<file path="config.mk">
export PLATFORM = sky130hd
export DESIGN_NAME = wb_bus_arbiter_flat
export DESIGN_NICKNAME = d
export VERILOG_FILES = /design/src/rtl/wb_bus_arbiter_if.sv /design/src/rtl/wb_bus_arbiter.sv /design/src/flat_wrapper.sv
export SDC_FILE = /design/constraint.sdc
export NUM_CORES = 1
export LEC_CHECK = 0
export ABC_AREA = 1
export BUFFER_PORTS_ARGS = -buffer_cell sky130_fd_sc_hd__buf_2
export CORE_MARGIN = 5
export CORE_UTILIZATION = 49
export CTS_CLUSTER_DIAMETER = 120
export DETAILED_ROUTE_END_ITERATION = 10
export GPL_ROUTABILITY_DRIVEN = 0
export GPL_TIMING_DRIVEN = 0
export PLACE_DENSITY = 0.8
export RECOVER_POWER = 50
export SLEW_MARGIN = 20
export SYNTH_ARGS = -nofsm -noshare
export SYNTH_HDL_FRONTEND = slang
export SYNTH_SLANG_ARGS = --single-unit
</file>
<file path="constraint.sdc">
create_clock -name clk -period 2.4 [get_ports clk]
set_input_delay 0.48 -clock clk [delete_from_list [all_inputs] [get_ports clk]]
set_output_delay 0.48 -clock clk [all_outputs]
set_load 0.02 [all_outputs]
</file>
<file path="src/rtl/wb_bus_arbiter_if.sv">
// wb_bus_arbiter_if
//   Bundles the requester, operand and write-back handshake signals of the
//   three-source round-robin arbiter.
//   master modport : arbiter side (samples req/in1..in3/out_ready, drives
//                    gnt/sel/out_data/out_valid/busy/timeout_err)
//   slave modport  : environment side (requesters, sources and consumer)
interface wb_bus_arbiter_if #(
  parameter int WIDTH = 16
);
  logic [2:0]       req;
  logic [WIDTH-1:0] in1;
  logic [WIDTH-1:0] in2;
  logic [WIDTH-1:0] in3;
  logic             out_ready;
  logic [2:0]       gnt;
  logic [1:0]       sel;
  logic [WIDTH-1:0] out_data;
  logic             out_valid;
  logic             busy;
  logic             timeout_err;

  modport master (
    input  req, in1, in2, in3, out_ready,
    output gnt, sel, out_data, out_valid, busy, timeout_err
  );

  modport slave (
    output req, in1, in2, in3, out_ready,
    input  gnt, sel, out_data, out_valid, busy, timeout_err
  );
endinterface

</file>
<file path="src/rtl/wb_bus_arbiter.sv">
// wb_bus_arbiter
//   Round-robin arbiter for three write-back sources (execute / memory /
//   immediate). The winner's operand is captured into a registered output
//   stage and held until the consumer accepts it; a one-cycle one-hot grant
//   pulse tells the winner its data was taken. A sticky flag reports a
//   consumer that stalls for TIMEOUT consecutive cycles.
// Ports
//   clk  : system clock, rising edge
//   rst  : asynchronous active-high reset
//   bus  : wb_bus_arbiter_if.master
//            req[2:0]   request per source (bit i -> in(i+1))
//            in1/2/3    source data, select codes 00/01/10
//            out_ready  consumer accepts out_data this cycle
//            gnt[2:0]   one-hot capture pulse
//            sel[1:0]   select code of current/last grant
//            out_data   registered selected data
//            out_valid  unaccepted transfer held (== busy)
//            busy       high while in XFER
//            timeout_err sticky stall-timeout flag
module wb_bus_arbiter #(
  parameter int WIDTH   = 16,
  parameter int TIMEOUT = 255
) (
  input  logic                clk,
  input  logic                rst,
  wb_bus_arbiter_if.master    bus
);

  typedef enum logic {
    IDLE = 1'b0,
    XFER = 1'b1
  } state_t;

  localparam logic [7:0] TIMEOUT_C = 8'(TIMEOUT);

  state_t           state_q, state_d;
  logic [2:0]       gnt_q, gnt_d;
  logic [1:0]       sel_q, sel_d;
  logic [WIDTH-1:0] data_q, data_d;
  logic [1:0]       ptr_q, ptr_d;
  logic [7:0]       stall_q, stall_d;
  logic             terr_q, terr_d;

  logic [2:0]       eligible;
  logic             arb_en;
  logic             grant;
  logic             win_found;
  logic [1:0]       win_idx;
  logic [1:0]       cand;

  // The source pulsed this cycle is masked so a req still held during its
  // own gnt cycle cannot be granted again on the very next edge.
  assign eligible = bus.req & ~gnt_q;

  // Arbitration happens when the output stage is free or being emptied.
  assign arb_en = (state_q == IDLE) || bus.out_ready;

  // Round-robin search: first eligible index after the last-grant pointer.
  always_comb begin
    win_found = 1'b0;
    win_idx   = 2'd0;
    cand      = 2'd0;
    for (int unsigned k = 1; k <= 3; k++) begin
      cand = 2'((32'(ptr_q) + k) % 3);
      if (!win_found && eligible[cand]) begin
        win_found = 1'b1;
        win_idx   = cand;
      end
    end
  end

  assign grant = arb_en && win_found;

  // State register
  always_ff @(posedge clk or posedge rst) begin
    if (rst) begin
      state_q <= IDLE;
      gnt_q   <= '0;
      sel_q   <= 2'd0;
      data_q  <= '0;
      ptr_q   <= 2'd2;
      stall_q <= '0;
      terr_q  <= 1'b0;
    end else begin
      state_q <= state_d;
      gnt_q   <= gnt_d;
      sel_q   <= sel_d;
      data_q  <= data_d;
      ptr_q   <= ptr_d;
      stall_q <= stall_d;
      terr_q  <= terr_d;
    end
  end

  // Next-state logic
  always_comb begin
    state_d = state_q;
    unique case (state_q)
      IDLE: if (grant) state_d = XFER;
      XFER: if (bus.out_ready && !grant) state_d = IDLE;
      default: state_d = IDLE;
    endcase
  end

  // Registered-output next values
  always_comb begin
    gnt_d   = '0;
    sel_d   = sel_q;
    data_d  = data_q;
    ptr_d   = ptr_q;
    stall_d = '0;
    terr_d  = terr_q;

    if (grant) begin
      gnt_d  = 3'b001 << win_idx;
      sel_d  = win_idx;
      ptr_d  = win_idx;
      unique case (win_idx)
        2'd0:    data_d = bus.in1;
        2'd1:    data_d = bus.in2;
        default: data_d = bus.in3;
      endcase
    end

    // Saturating stall count; clears on acceptance and in IDLE.
    if (state_q == XFER && !bus.out_ready) begin
      stall_d = (stall_q >= TIMEOUT_C) ? stall_q : stall_q + 8'd1;
    end

    if (stall_d == TIMEOUT_C) begin
      terr_d = 1'b1;
    end
  end

  // Outputs
  assign bus.gnt         = gnt_q;
  assign bus.sel         = sel_q;
  assign bus.out_data    = data_q;
  assign bus.out_valid   = (state_q == XFER);
  assign bus.busy        = (state_q == XFER);
  assign bus.timeout_err = terr_q;

endmodule

</file>
<file path="src/flat_wrapper.sv">
// flat-port wrapper written by rule: the top's interface ports become plain ports
module wb_bus_arbiter_flat 
#(
  parameter int WIDTH   = 16,
  parameter int TIMEOUT = 255
)
  (clk, rst, bus_req, bus_in1, bus_in2, bus_in3, bus_out_ready, bus_gnt, bus_sel, bus_out_data, bus_out_valid, bus_busy, bus_timeout_err);
  wb_bus_arbiter_if #(.WIDTH(WIDTH)) bus_i ();
  input  logic clk;
  input  logic rst;
  input wire logic [$bits(bus_i.req)-1:0] bus_req;
  input wire logic [$bits(bus_i.in1)-1:0] bus_in1;
  input wire logic [$bits(bus_i.in2)-1:0] bus_in2;
  input wire logic [$bits(bus_i.in3)-1:0] bus_in3;
  input wire logic [$bits(bus_i.out_ready)-1:0] bus_out_ready;
  output wire logic [$bits(bus_i.gnt)-1:0] bus_gnt;
  output wire logic [$bits(bus_i.sel)-1:0] bus_sel;
  output wire logic [$bits(bus_i.out_data)-1:0] bus_out_data;
  output wire logic [$bits(bus_i.out_valid)-1:0] bus_out_valid;
  output wire logic [$bits(bus_i.busy)-1:0] bus_busy;
  output wire logic [$bits(bus_i.timeout_err)-1:0] bus_timeout_err;
  assign bus_i.req = bus_req;
  assign bus_i.in1 = bus_in1;
  assign bus_i.in2 = bus_in2;
  assign bus_i.in3 = bus_in3;
  assign bus_i.out_ready = bus_out_ready;
  assign bus_gnt = bus_i.gnt;
  assign bus_sel = bus_i.sel;
  assign bus_out_data = bus_i.out_data;
  assign bus_out_valid = bus_i.out_valid;
  assign bus_busy = bus_i.busy;
  assign bus_timeout_err = bus_i.timeout_err;
  wb_bus_arbiter #(.WIDTH(WIDTH), .TIMEOUT(TIMEOUT)) u_core (.clk(clk), .rst(rst), .bus(bus_i));
endmodule
</file>
# After elaboration in Yosys (flattened, before gate mapping)
# Cells that the tools add are included.
dict set report totals {
  output_inout_bits 24
  input_bits 54
  word_cells 54
  regBits 33
}
dict set report op_classes {
  n_eq_ne 2
  bitwise_logic 3
  n_mux 19
  magnitude_cmp 4
  div 3
  n_addsub 4
  n_reduce_logical 11
  shift 1
}
# operator count
set ops {}
lappend ops {{$mod A32 B2 Y32 const B} 3}
lappend ops {{$pmux W16 S2} 1}
lappend ops {{$mux W8} 2}
lappend ops {{$lt A2 B3 Y1 const B} 3}
lappend ops {{$add A8 B1 Y8 const B} 1}
lappend ops {{$eq A8 B8 Y1 const B} 1}
lappend ops {{$ge A8 B8 Y1 const B} 1}
lappend ops {{$mux W1} 8}
lappend ops {{$add A2 B2 Y3 const B} 2}
lappend ops {{$bmux W1 S2} 3}
lappend ops {{$mux W2} 3}
lappend ops {{$logic_and A1 B1 Y1} 5}
lappend ops {{$logic_not A1 Y1} 4}
lappend ops {{$add A2 B1 Y3 const B} 1}
lappend ops {{$and A3 B3 Y3} 1}
lappend ops {{$mux W3} 1}
lappend ops {{$not A3 Y3} 1}
lappend ops {{$shl A1 B2 Y3 const A} 1}
lappend ops {{$eq A2 B1 Y1 const B} 1}
lappend ops {{$logic_not A2 Y1} 1}
lappend ops {{$pmux W1 S2} 1}
lappend ops {{$logic_or A1 B1 Y1} 1}
lappend ops {{$not A1 Y1} 1}

# Depth between registers and ports, before layout
dict set report logic_depth {
  depth_word 16
  mapped_depth 15
  depth_no_buf 15
}

# Worst setup path after synthesis
# No wires, ideal clock.
dict set report synth_timing {
  path_kind {register -> register}
  startpoint {register u_core.ptr_q[1]}
  endpoint {register u_core.data_q[11] (netlist: u_core.bus.out_data[11])}
  period_less_slack_ns 2.020
  slack_ns 0.380
  path_stages_with_launch 13
  path_buffers 1
  arrival_ns 1.903
  required_ns 2.283
  setup_time_ns 0.117
  cell_sequence {dfstp_2 > ha_1 > inv_2 > nor2_2 > nand2_2 > nand3_4 > nor2_4 > nand3_2 > buf_2 > nand3_1 > nand3_1 > nor2_1 > nor2_1}
}
dict set report synth_via {
  elab_chain_len 13
  elab_cells_between_ends 26
  cone_classes {add/sub: 3; div: 3; eq/ne: 1; mux: 13; reduce/logical: 6}
}
# element line_no
set synth_rtl {}
lappend synth_rtl {{start: declaration} wb_bus_arbiter.sv:40} ;# logic [1:0] ptr_q, ptr_d;
lappend synth_rtl {{start signal: assignment} wb_bus_arbiter.sv:89} ;# ptr_q <= ptr_d;
lappend synth_rtl {{$add A2 B1 Y3} wb_bus_arbiter.sv:64} ;# cand = 2'((32'(ptr_q) + k) % 3);
lappend synth_rtl {{$mod A32 B2 Y32} wb_bus_arbiter.sv:64}
lappend synth_rtl {{$bmux W1 S2} wb_bus_arbiter.sv:65} ;# if (!win_found && eligible[cand]) begin
lappend synth_rtl {{$mux W1 (implied by the code)} wb_bus_arbiter.sv:65}
lappend synth_rtl {{$mux W1} wb_bus_arbiter.sv:65}
lappend synth_rtl {{$logic_not A1 Y1} wb_bus_arbiter.sv:65}
lappend synth_rtl {{$logic_and A1 B1 Y1} wb_bus_arbiter.sv:65}
lappend synth_rtl {{$mux W1} wb_bus_arbiter.sv:65}
lappend synth_rtl {{$logic_not A1 Y1} wb_bus_arbiter.sv:65}
lappend synth_rtl {{$logic_and A1 B1 Y1} wb_bus_arbiter.sv:65}
lappend synth_rtl {{$mux W2} wb_bus_arbiter.sv:65}
lappend synth_rtl {{$eq A2 B1 Y1 / $logic_not A2 Y1 (equally long branches)} wb_bus_arbiter.sv:118} ;# unique case (win_idx)
lappend synth_rtl {{$pmux W16 S2} wb_bus_arbiter.sv:118}
lappend synth_rtl {{end signal: assignment} wb_bus_arbiter.sv:88} ;# data_q <= data_d;
lappend synth_rtl {{end: declaration} wb_bus_arbiter.sv:39} ;# logic [WIDTH-1:0] data_q, data_d;
# Parallel ways exist; a longest one is shown, timed or not. The select of a mux whose other input is x is not followed.
# A chain may end at the register's enable or synchronous reset.

# Worst setup path after layout
dict set report layout_timing {
  startpoint {register u_core.ptr_q[1]}
  endpoint {register u_core.data_q[2] (netlist: u_core.bus.out_data[2])}
}
# The elaborated chain is that of the path after synthesis.

==> flow_summary.ini <==
[pwr]
power_frac_seq_pct = 19.4
p_per_area_nw_per_um2 = 1723
ir_worst_vdd_v = 0.001176
sw_frac_of_total_pct = 52.38
p_leak_nw = 1.428
clockPowerShare_pct = 12.6
switching_power_mw = 2.418
pwr-share-comb_pct = 68.0
power.internal_mw = 2.198
power_mw = 4.616

[synth]
synth_top_area_share_pct = 37.26
ys_seq_elements = 32
netlist_area_um2 = 2082
ys_types = 32
synthFlopType = dfrtp_1
synth_fp_nets = 351
avgSynthCellArea_um2 = 7.130
ys_seq_area_share_pct = 38.52
synthTopCellsByArea = dfrtp_1, nand3_1, nor2_1
synth-edff-count = 0
synth.largest_area_cell = dfrtp_1
ys_warn_count = 0
synthCells = 292
synth_async_sr_flop_share_pct = 100.0

[placed_design]
hpwl_um = 4071
portBuffers = 77

[timing]
worstMarginPinSlew_ps = 1211
setup_viol = 0
hold_violations = 0
rsz0062_at_grt = true
slew_headroom_pct = 19.16
fin_crit_sh_pct = 93.65
finalSetupTns_ps = 0
fin_crit_ps = 2248
maxSlewViolCount = 0
max_freq_ghz = 0.4449
fin_skew_ps = 4.347

[detailed_routing]
wire_per_inst_um = 12.28
via_per_inst = 5.014
drc = 0
drtAntennaViolNets = 0
initialDrtViolationCount = 134
first_pass_iters = 4
routed_wl_um = 5245
vias = 2141

[min_path]
min_to = u_core.bus.busy$_DFF_PP0_
hold_start = bus_out_ready
hold_path.class = in -> reg
holdPathStages = 2

[run_status]
run_status = finished, final reports clean

[die]
die_x_um = 75.19
core_um2 = 4058
initial_core_util_pct = 51.31
die_h_um = 75.19
fp.dieArea_um2 = 5653
fp-row-count = 23
num_io_pins = 78

[clock_tree]
cts_hold_buf = 0
cts_tree = yes
clock-sinks = 32
root_buffer = clkbuf_8
clk_path_buf_depth = 2
clkLatencyLatePin_ps = 290
htreeDepth = 2
path_clk_slew_ps = 70
cts_setup_buffers = 0
numCtsBuffers = 5

[layout]
multi_input_area_um2 = 1126
n_antenna_cell = 0
drive_gt1_share_pct = 30.50
final_common_cell = buf_2
register_area_um2 = 802.0
fillerInstances = 334
fin_nets = 435
areaGrowthSynthToFinish_pct = 28.67
final_cell_mix = buf_2, nor2_1, nand2_1, nand3_1, inv_1

[critical_path]
crit_path_start_kind = register
path_cells = inv_1 > ha_1 > inv_1 > nand3_1 > nand2_4 > nand3_2 > nand2_2 > nand2_4 > nand2_8 > nor2_2 > nor2_1 > nor2_1
worstSetupEndpointType = register
worstPathMaxFanout = 10
critPathBufInv = 2
r2r_slack_ps = 150
worst-endpoint-required_ps = 2580
path_class = reg -> reg
reg2reg_depth = 12
cpPeakStageDelay_ps = 580
slowest_stage = dfstp_2
critPathArrivalTime_ps = 2430
timing.rr.end = u_core.bus.out_data[2]$_DFFE_PP0P_
critical_path.reg2reg.startpoint = u_core.ptr_q[1]$_DFFE_PP1P_
crit_family = simple AND/OR/NAND/NOR gates

[global_routing]
overflow = 0
grt_pass1_wl_um = 8963
antenna_found_initial = 0
grt_pass1_vias = 2099
grt_start_max_net_pins = 33
grtUsageTotal_pct = 20.48

[job]
cap_violations = 0
cell usage after synthesis, types with 2 or more instances:
cell type / count
nand3_4: 2
nand2_1: 50
buf_4: 3
buf_2: 4
nand3_2: 2
inv_1: 34
dfrtp_1: 31
o21ai_0: 4
nor2_2: 12
nand2_2: 5
or2_2: 2
o21bai_1: 2
nor2_1: 65
ha_1: 5
and2_1: 2
a31oi_1: 2
inv_2: 2
nand3_1: 50
a21oi_1: 2
routing by layer:
| metal | track usage (%) | vias to the layer above | part of all wire [%] |
|---|---|---|---|
| met4 | 5.825 | 0 | 1.2 |
| met3 | 5.073 | 7 | 9.2 |
| met5 | 0 | - | 0 |
| met2 | 35.40 | 81 | 48 |
| li1 | - | 1085 | - |
| met1 | 25.38 | 968 | 42 |
final cells by class:
cell class / instances / share of cell area [%]
plain buffers: 8 / 2.008
inverters: 36 / 5.044
flip-flops and latches: 32 / 29.94
repair buffers: 77 / 13.92
clock buffers: 7 / 3.596
multi-input cells: 216 / 42.04
well taps: 50 / 2.335
clock inverters: 1 / 1.121
worst max path at each step:
| stage | from | end | slack, ps | cells after the start |
|---|---|---|---|---|
| 2_1_floorplan | u_core.ptr_q[1]$_DFFE_PP1P_ | u_core.bus.out_data[11]$_DFFE_PP0P_ | 380 | 12 |
| 3_3_place_gp | u_core.ptr_q[1]$_DFFE_PP1P_ | u_core.bus.sel[1]$_DFFE_PP0P_ | 170 | 10 |
| 3_5_place_dp | u_core.ptr_q[1]$_DFFE_PP1P_ | u_core.bus.sel[1]$_DFFE_PP0P_ | 110 | 10 |
| 4_1_cts | u_core.ptr_q[1]$_DFFE_PP1P_ | u_core.bus.sel[1]$_DFFE_PP0P_ | 80 | 10 |
| 5_1_grt | u_core.ptr_q[1]$_DFFE_PP1P_ | u_core.bus.out_data[6]$_DFFE_PP0P_ | -50 | 13 |
| 6_report | u_core.ptr_q[1]$_DFFE_PP1P_ | u_core.bus.out_data[2]$_DFFE_PP0P_ | 150 | 12 |
cells by family after synthesis:
kind of cell | count (synthesis) | share of synthesized area, %
adder cells (fa/ha/maj) | 5 | 3.005
flip-flops | 32 | 38.52
buffers and inverters | 44 | 9.074
AO/OA/AOI/OAI | 15 | 4.687
XOR/XNOR | 1 | 0.4207
AND/OR/NAND/NOR | 195 | 44.29
through the flow:
step	area, µm²	setup WS (ps)	utilization (%)	hold WS [ps]	cells
after floorplan	2082	380.1	-	507.4	292
after global placement	2530	168.8	62.35	445.0	419
after detailed placement	2530	106.7	62.35	446.0	419
after CTS	2656	77.48	65.46	306.9	427
after global routing	2679	-46.07	66.02	412.1	427
final	2679	152.4	66.02	395.4	427
timing repair:
action                                  CTS  global route
endpoints found under the setup margin    0            20
resized for setup                         0             5
endpoints found under the hold margin     0             0
state kept, by name, summed over array words and instances (netlist names):
signal	cells
u_core.bus.busy	1
u_core.bus.gnt	3
u_core.bus.out_data	16
u_core.bus.sel	1
u_core.bus.timeout_err	1
u_core.ptr_q	2
u_core.stall_q	8
power groups by stage:
stage | clock network (mW) | logic, mW | registers (mW)
floorplan | 0 | 2.16 | 1.10
global placement | 0 | 3.03 | 0.892
detailed placement | 0 | 3.10 | 0.897
CTS | 0.590 | 3.11 | 0.890
global route | 0.616 | 3.54 | 0.923
finish | 0.580 | 3.14 | 0.895
(Power assumes the default switching activity.)
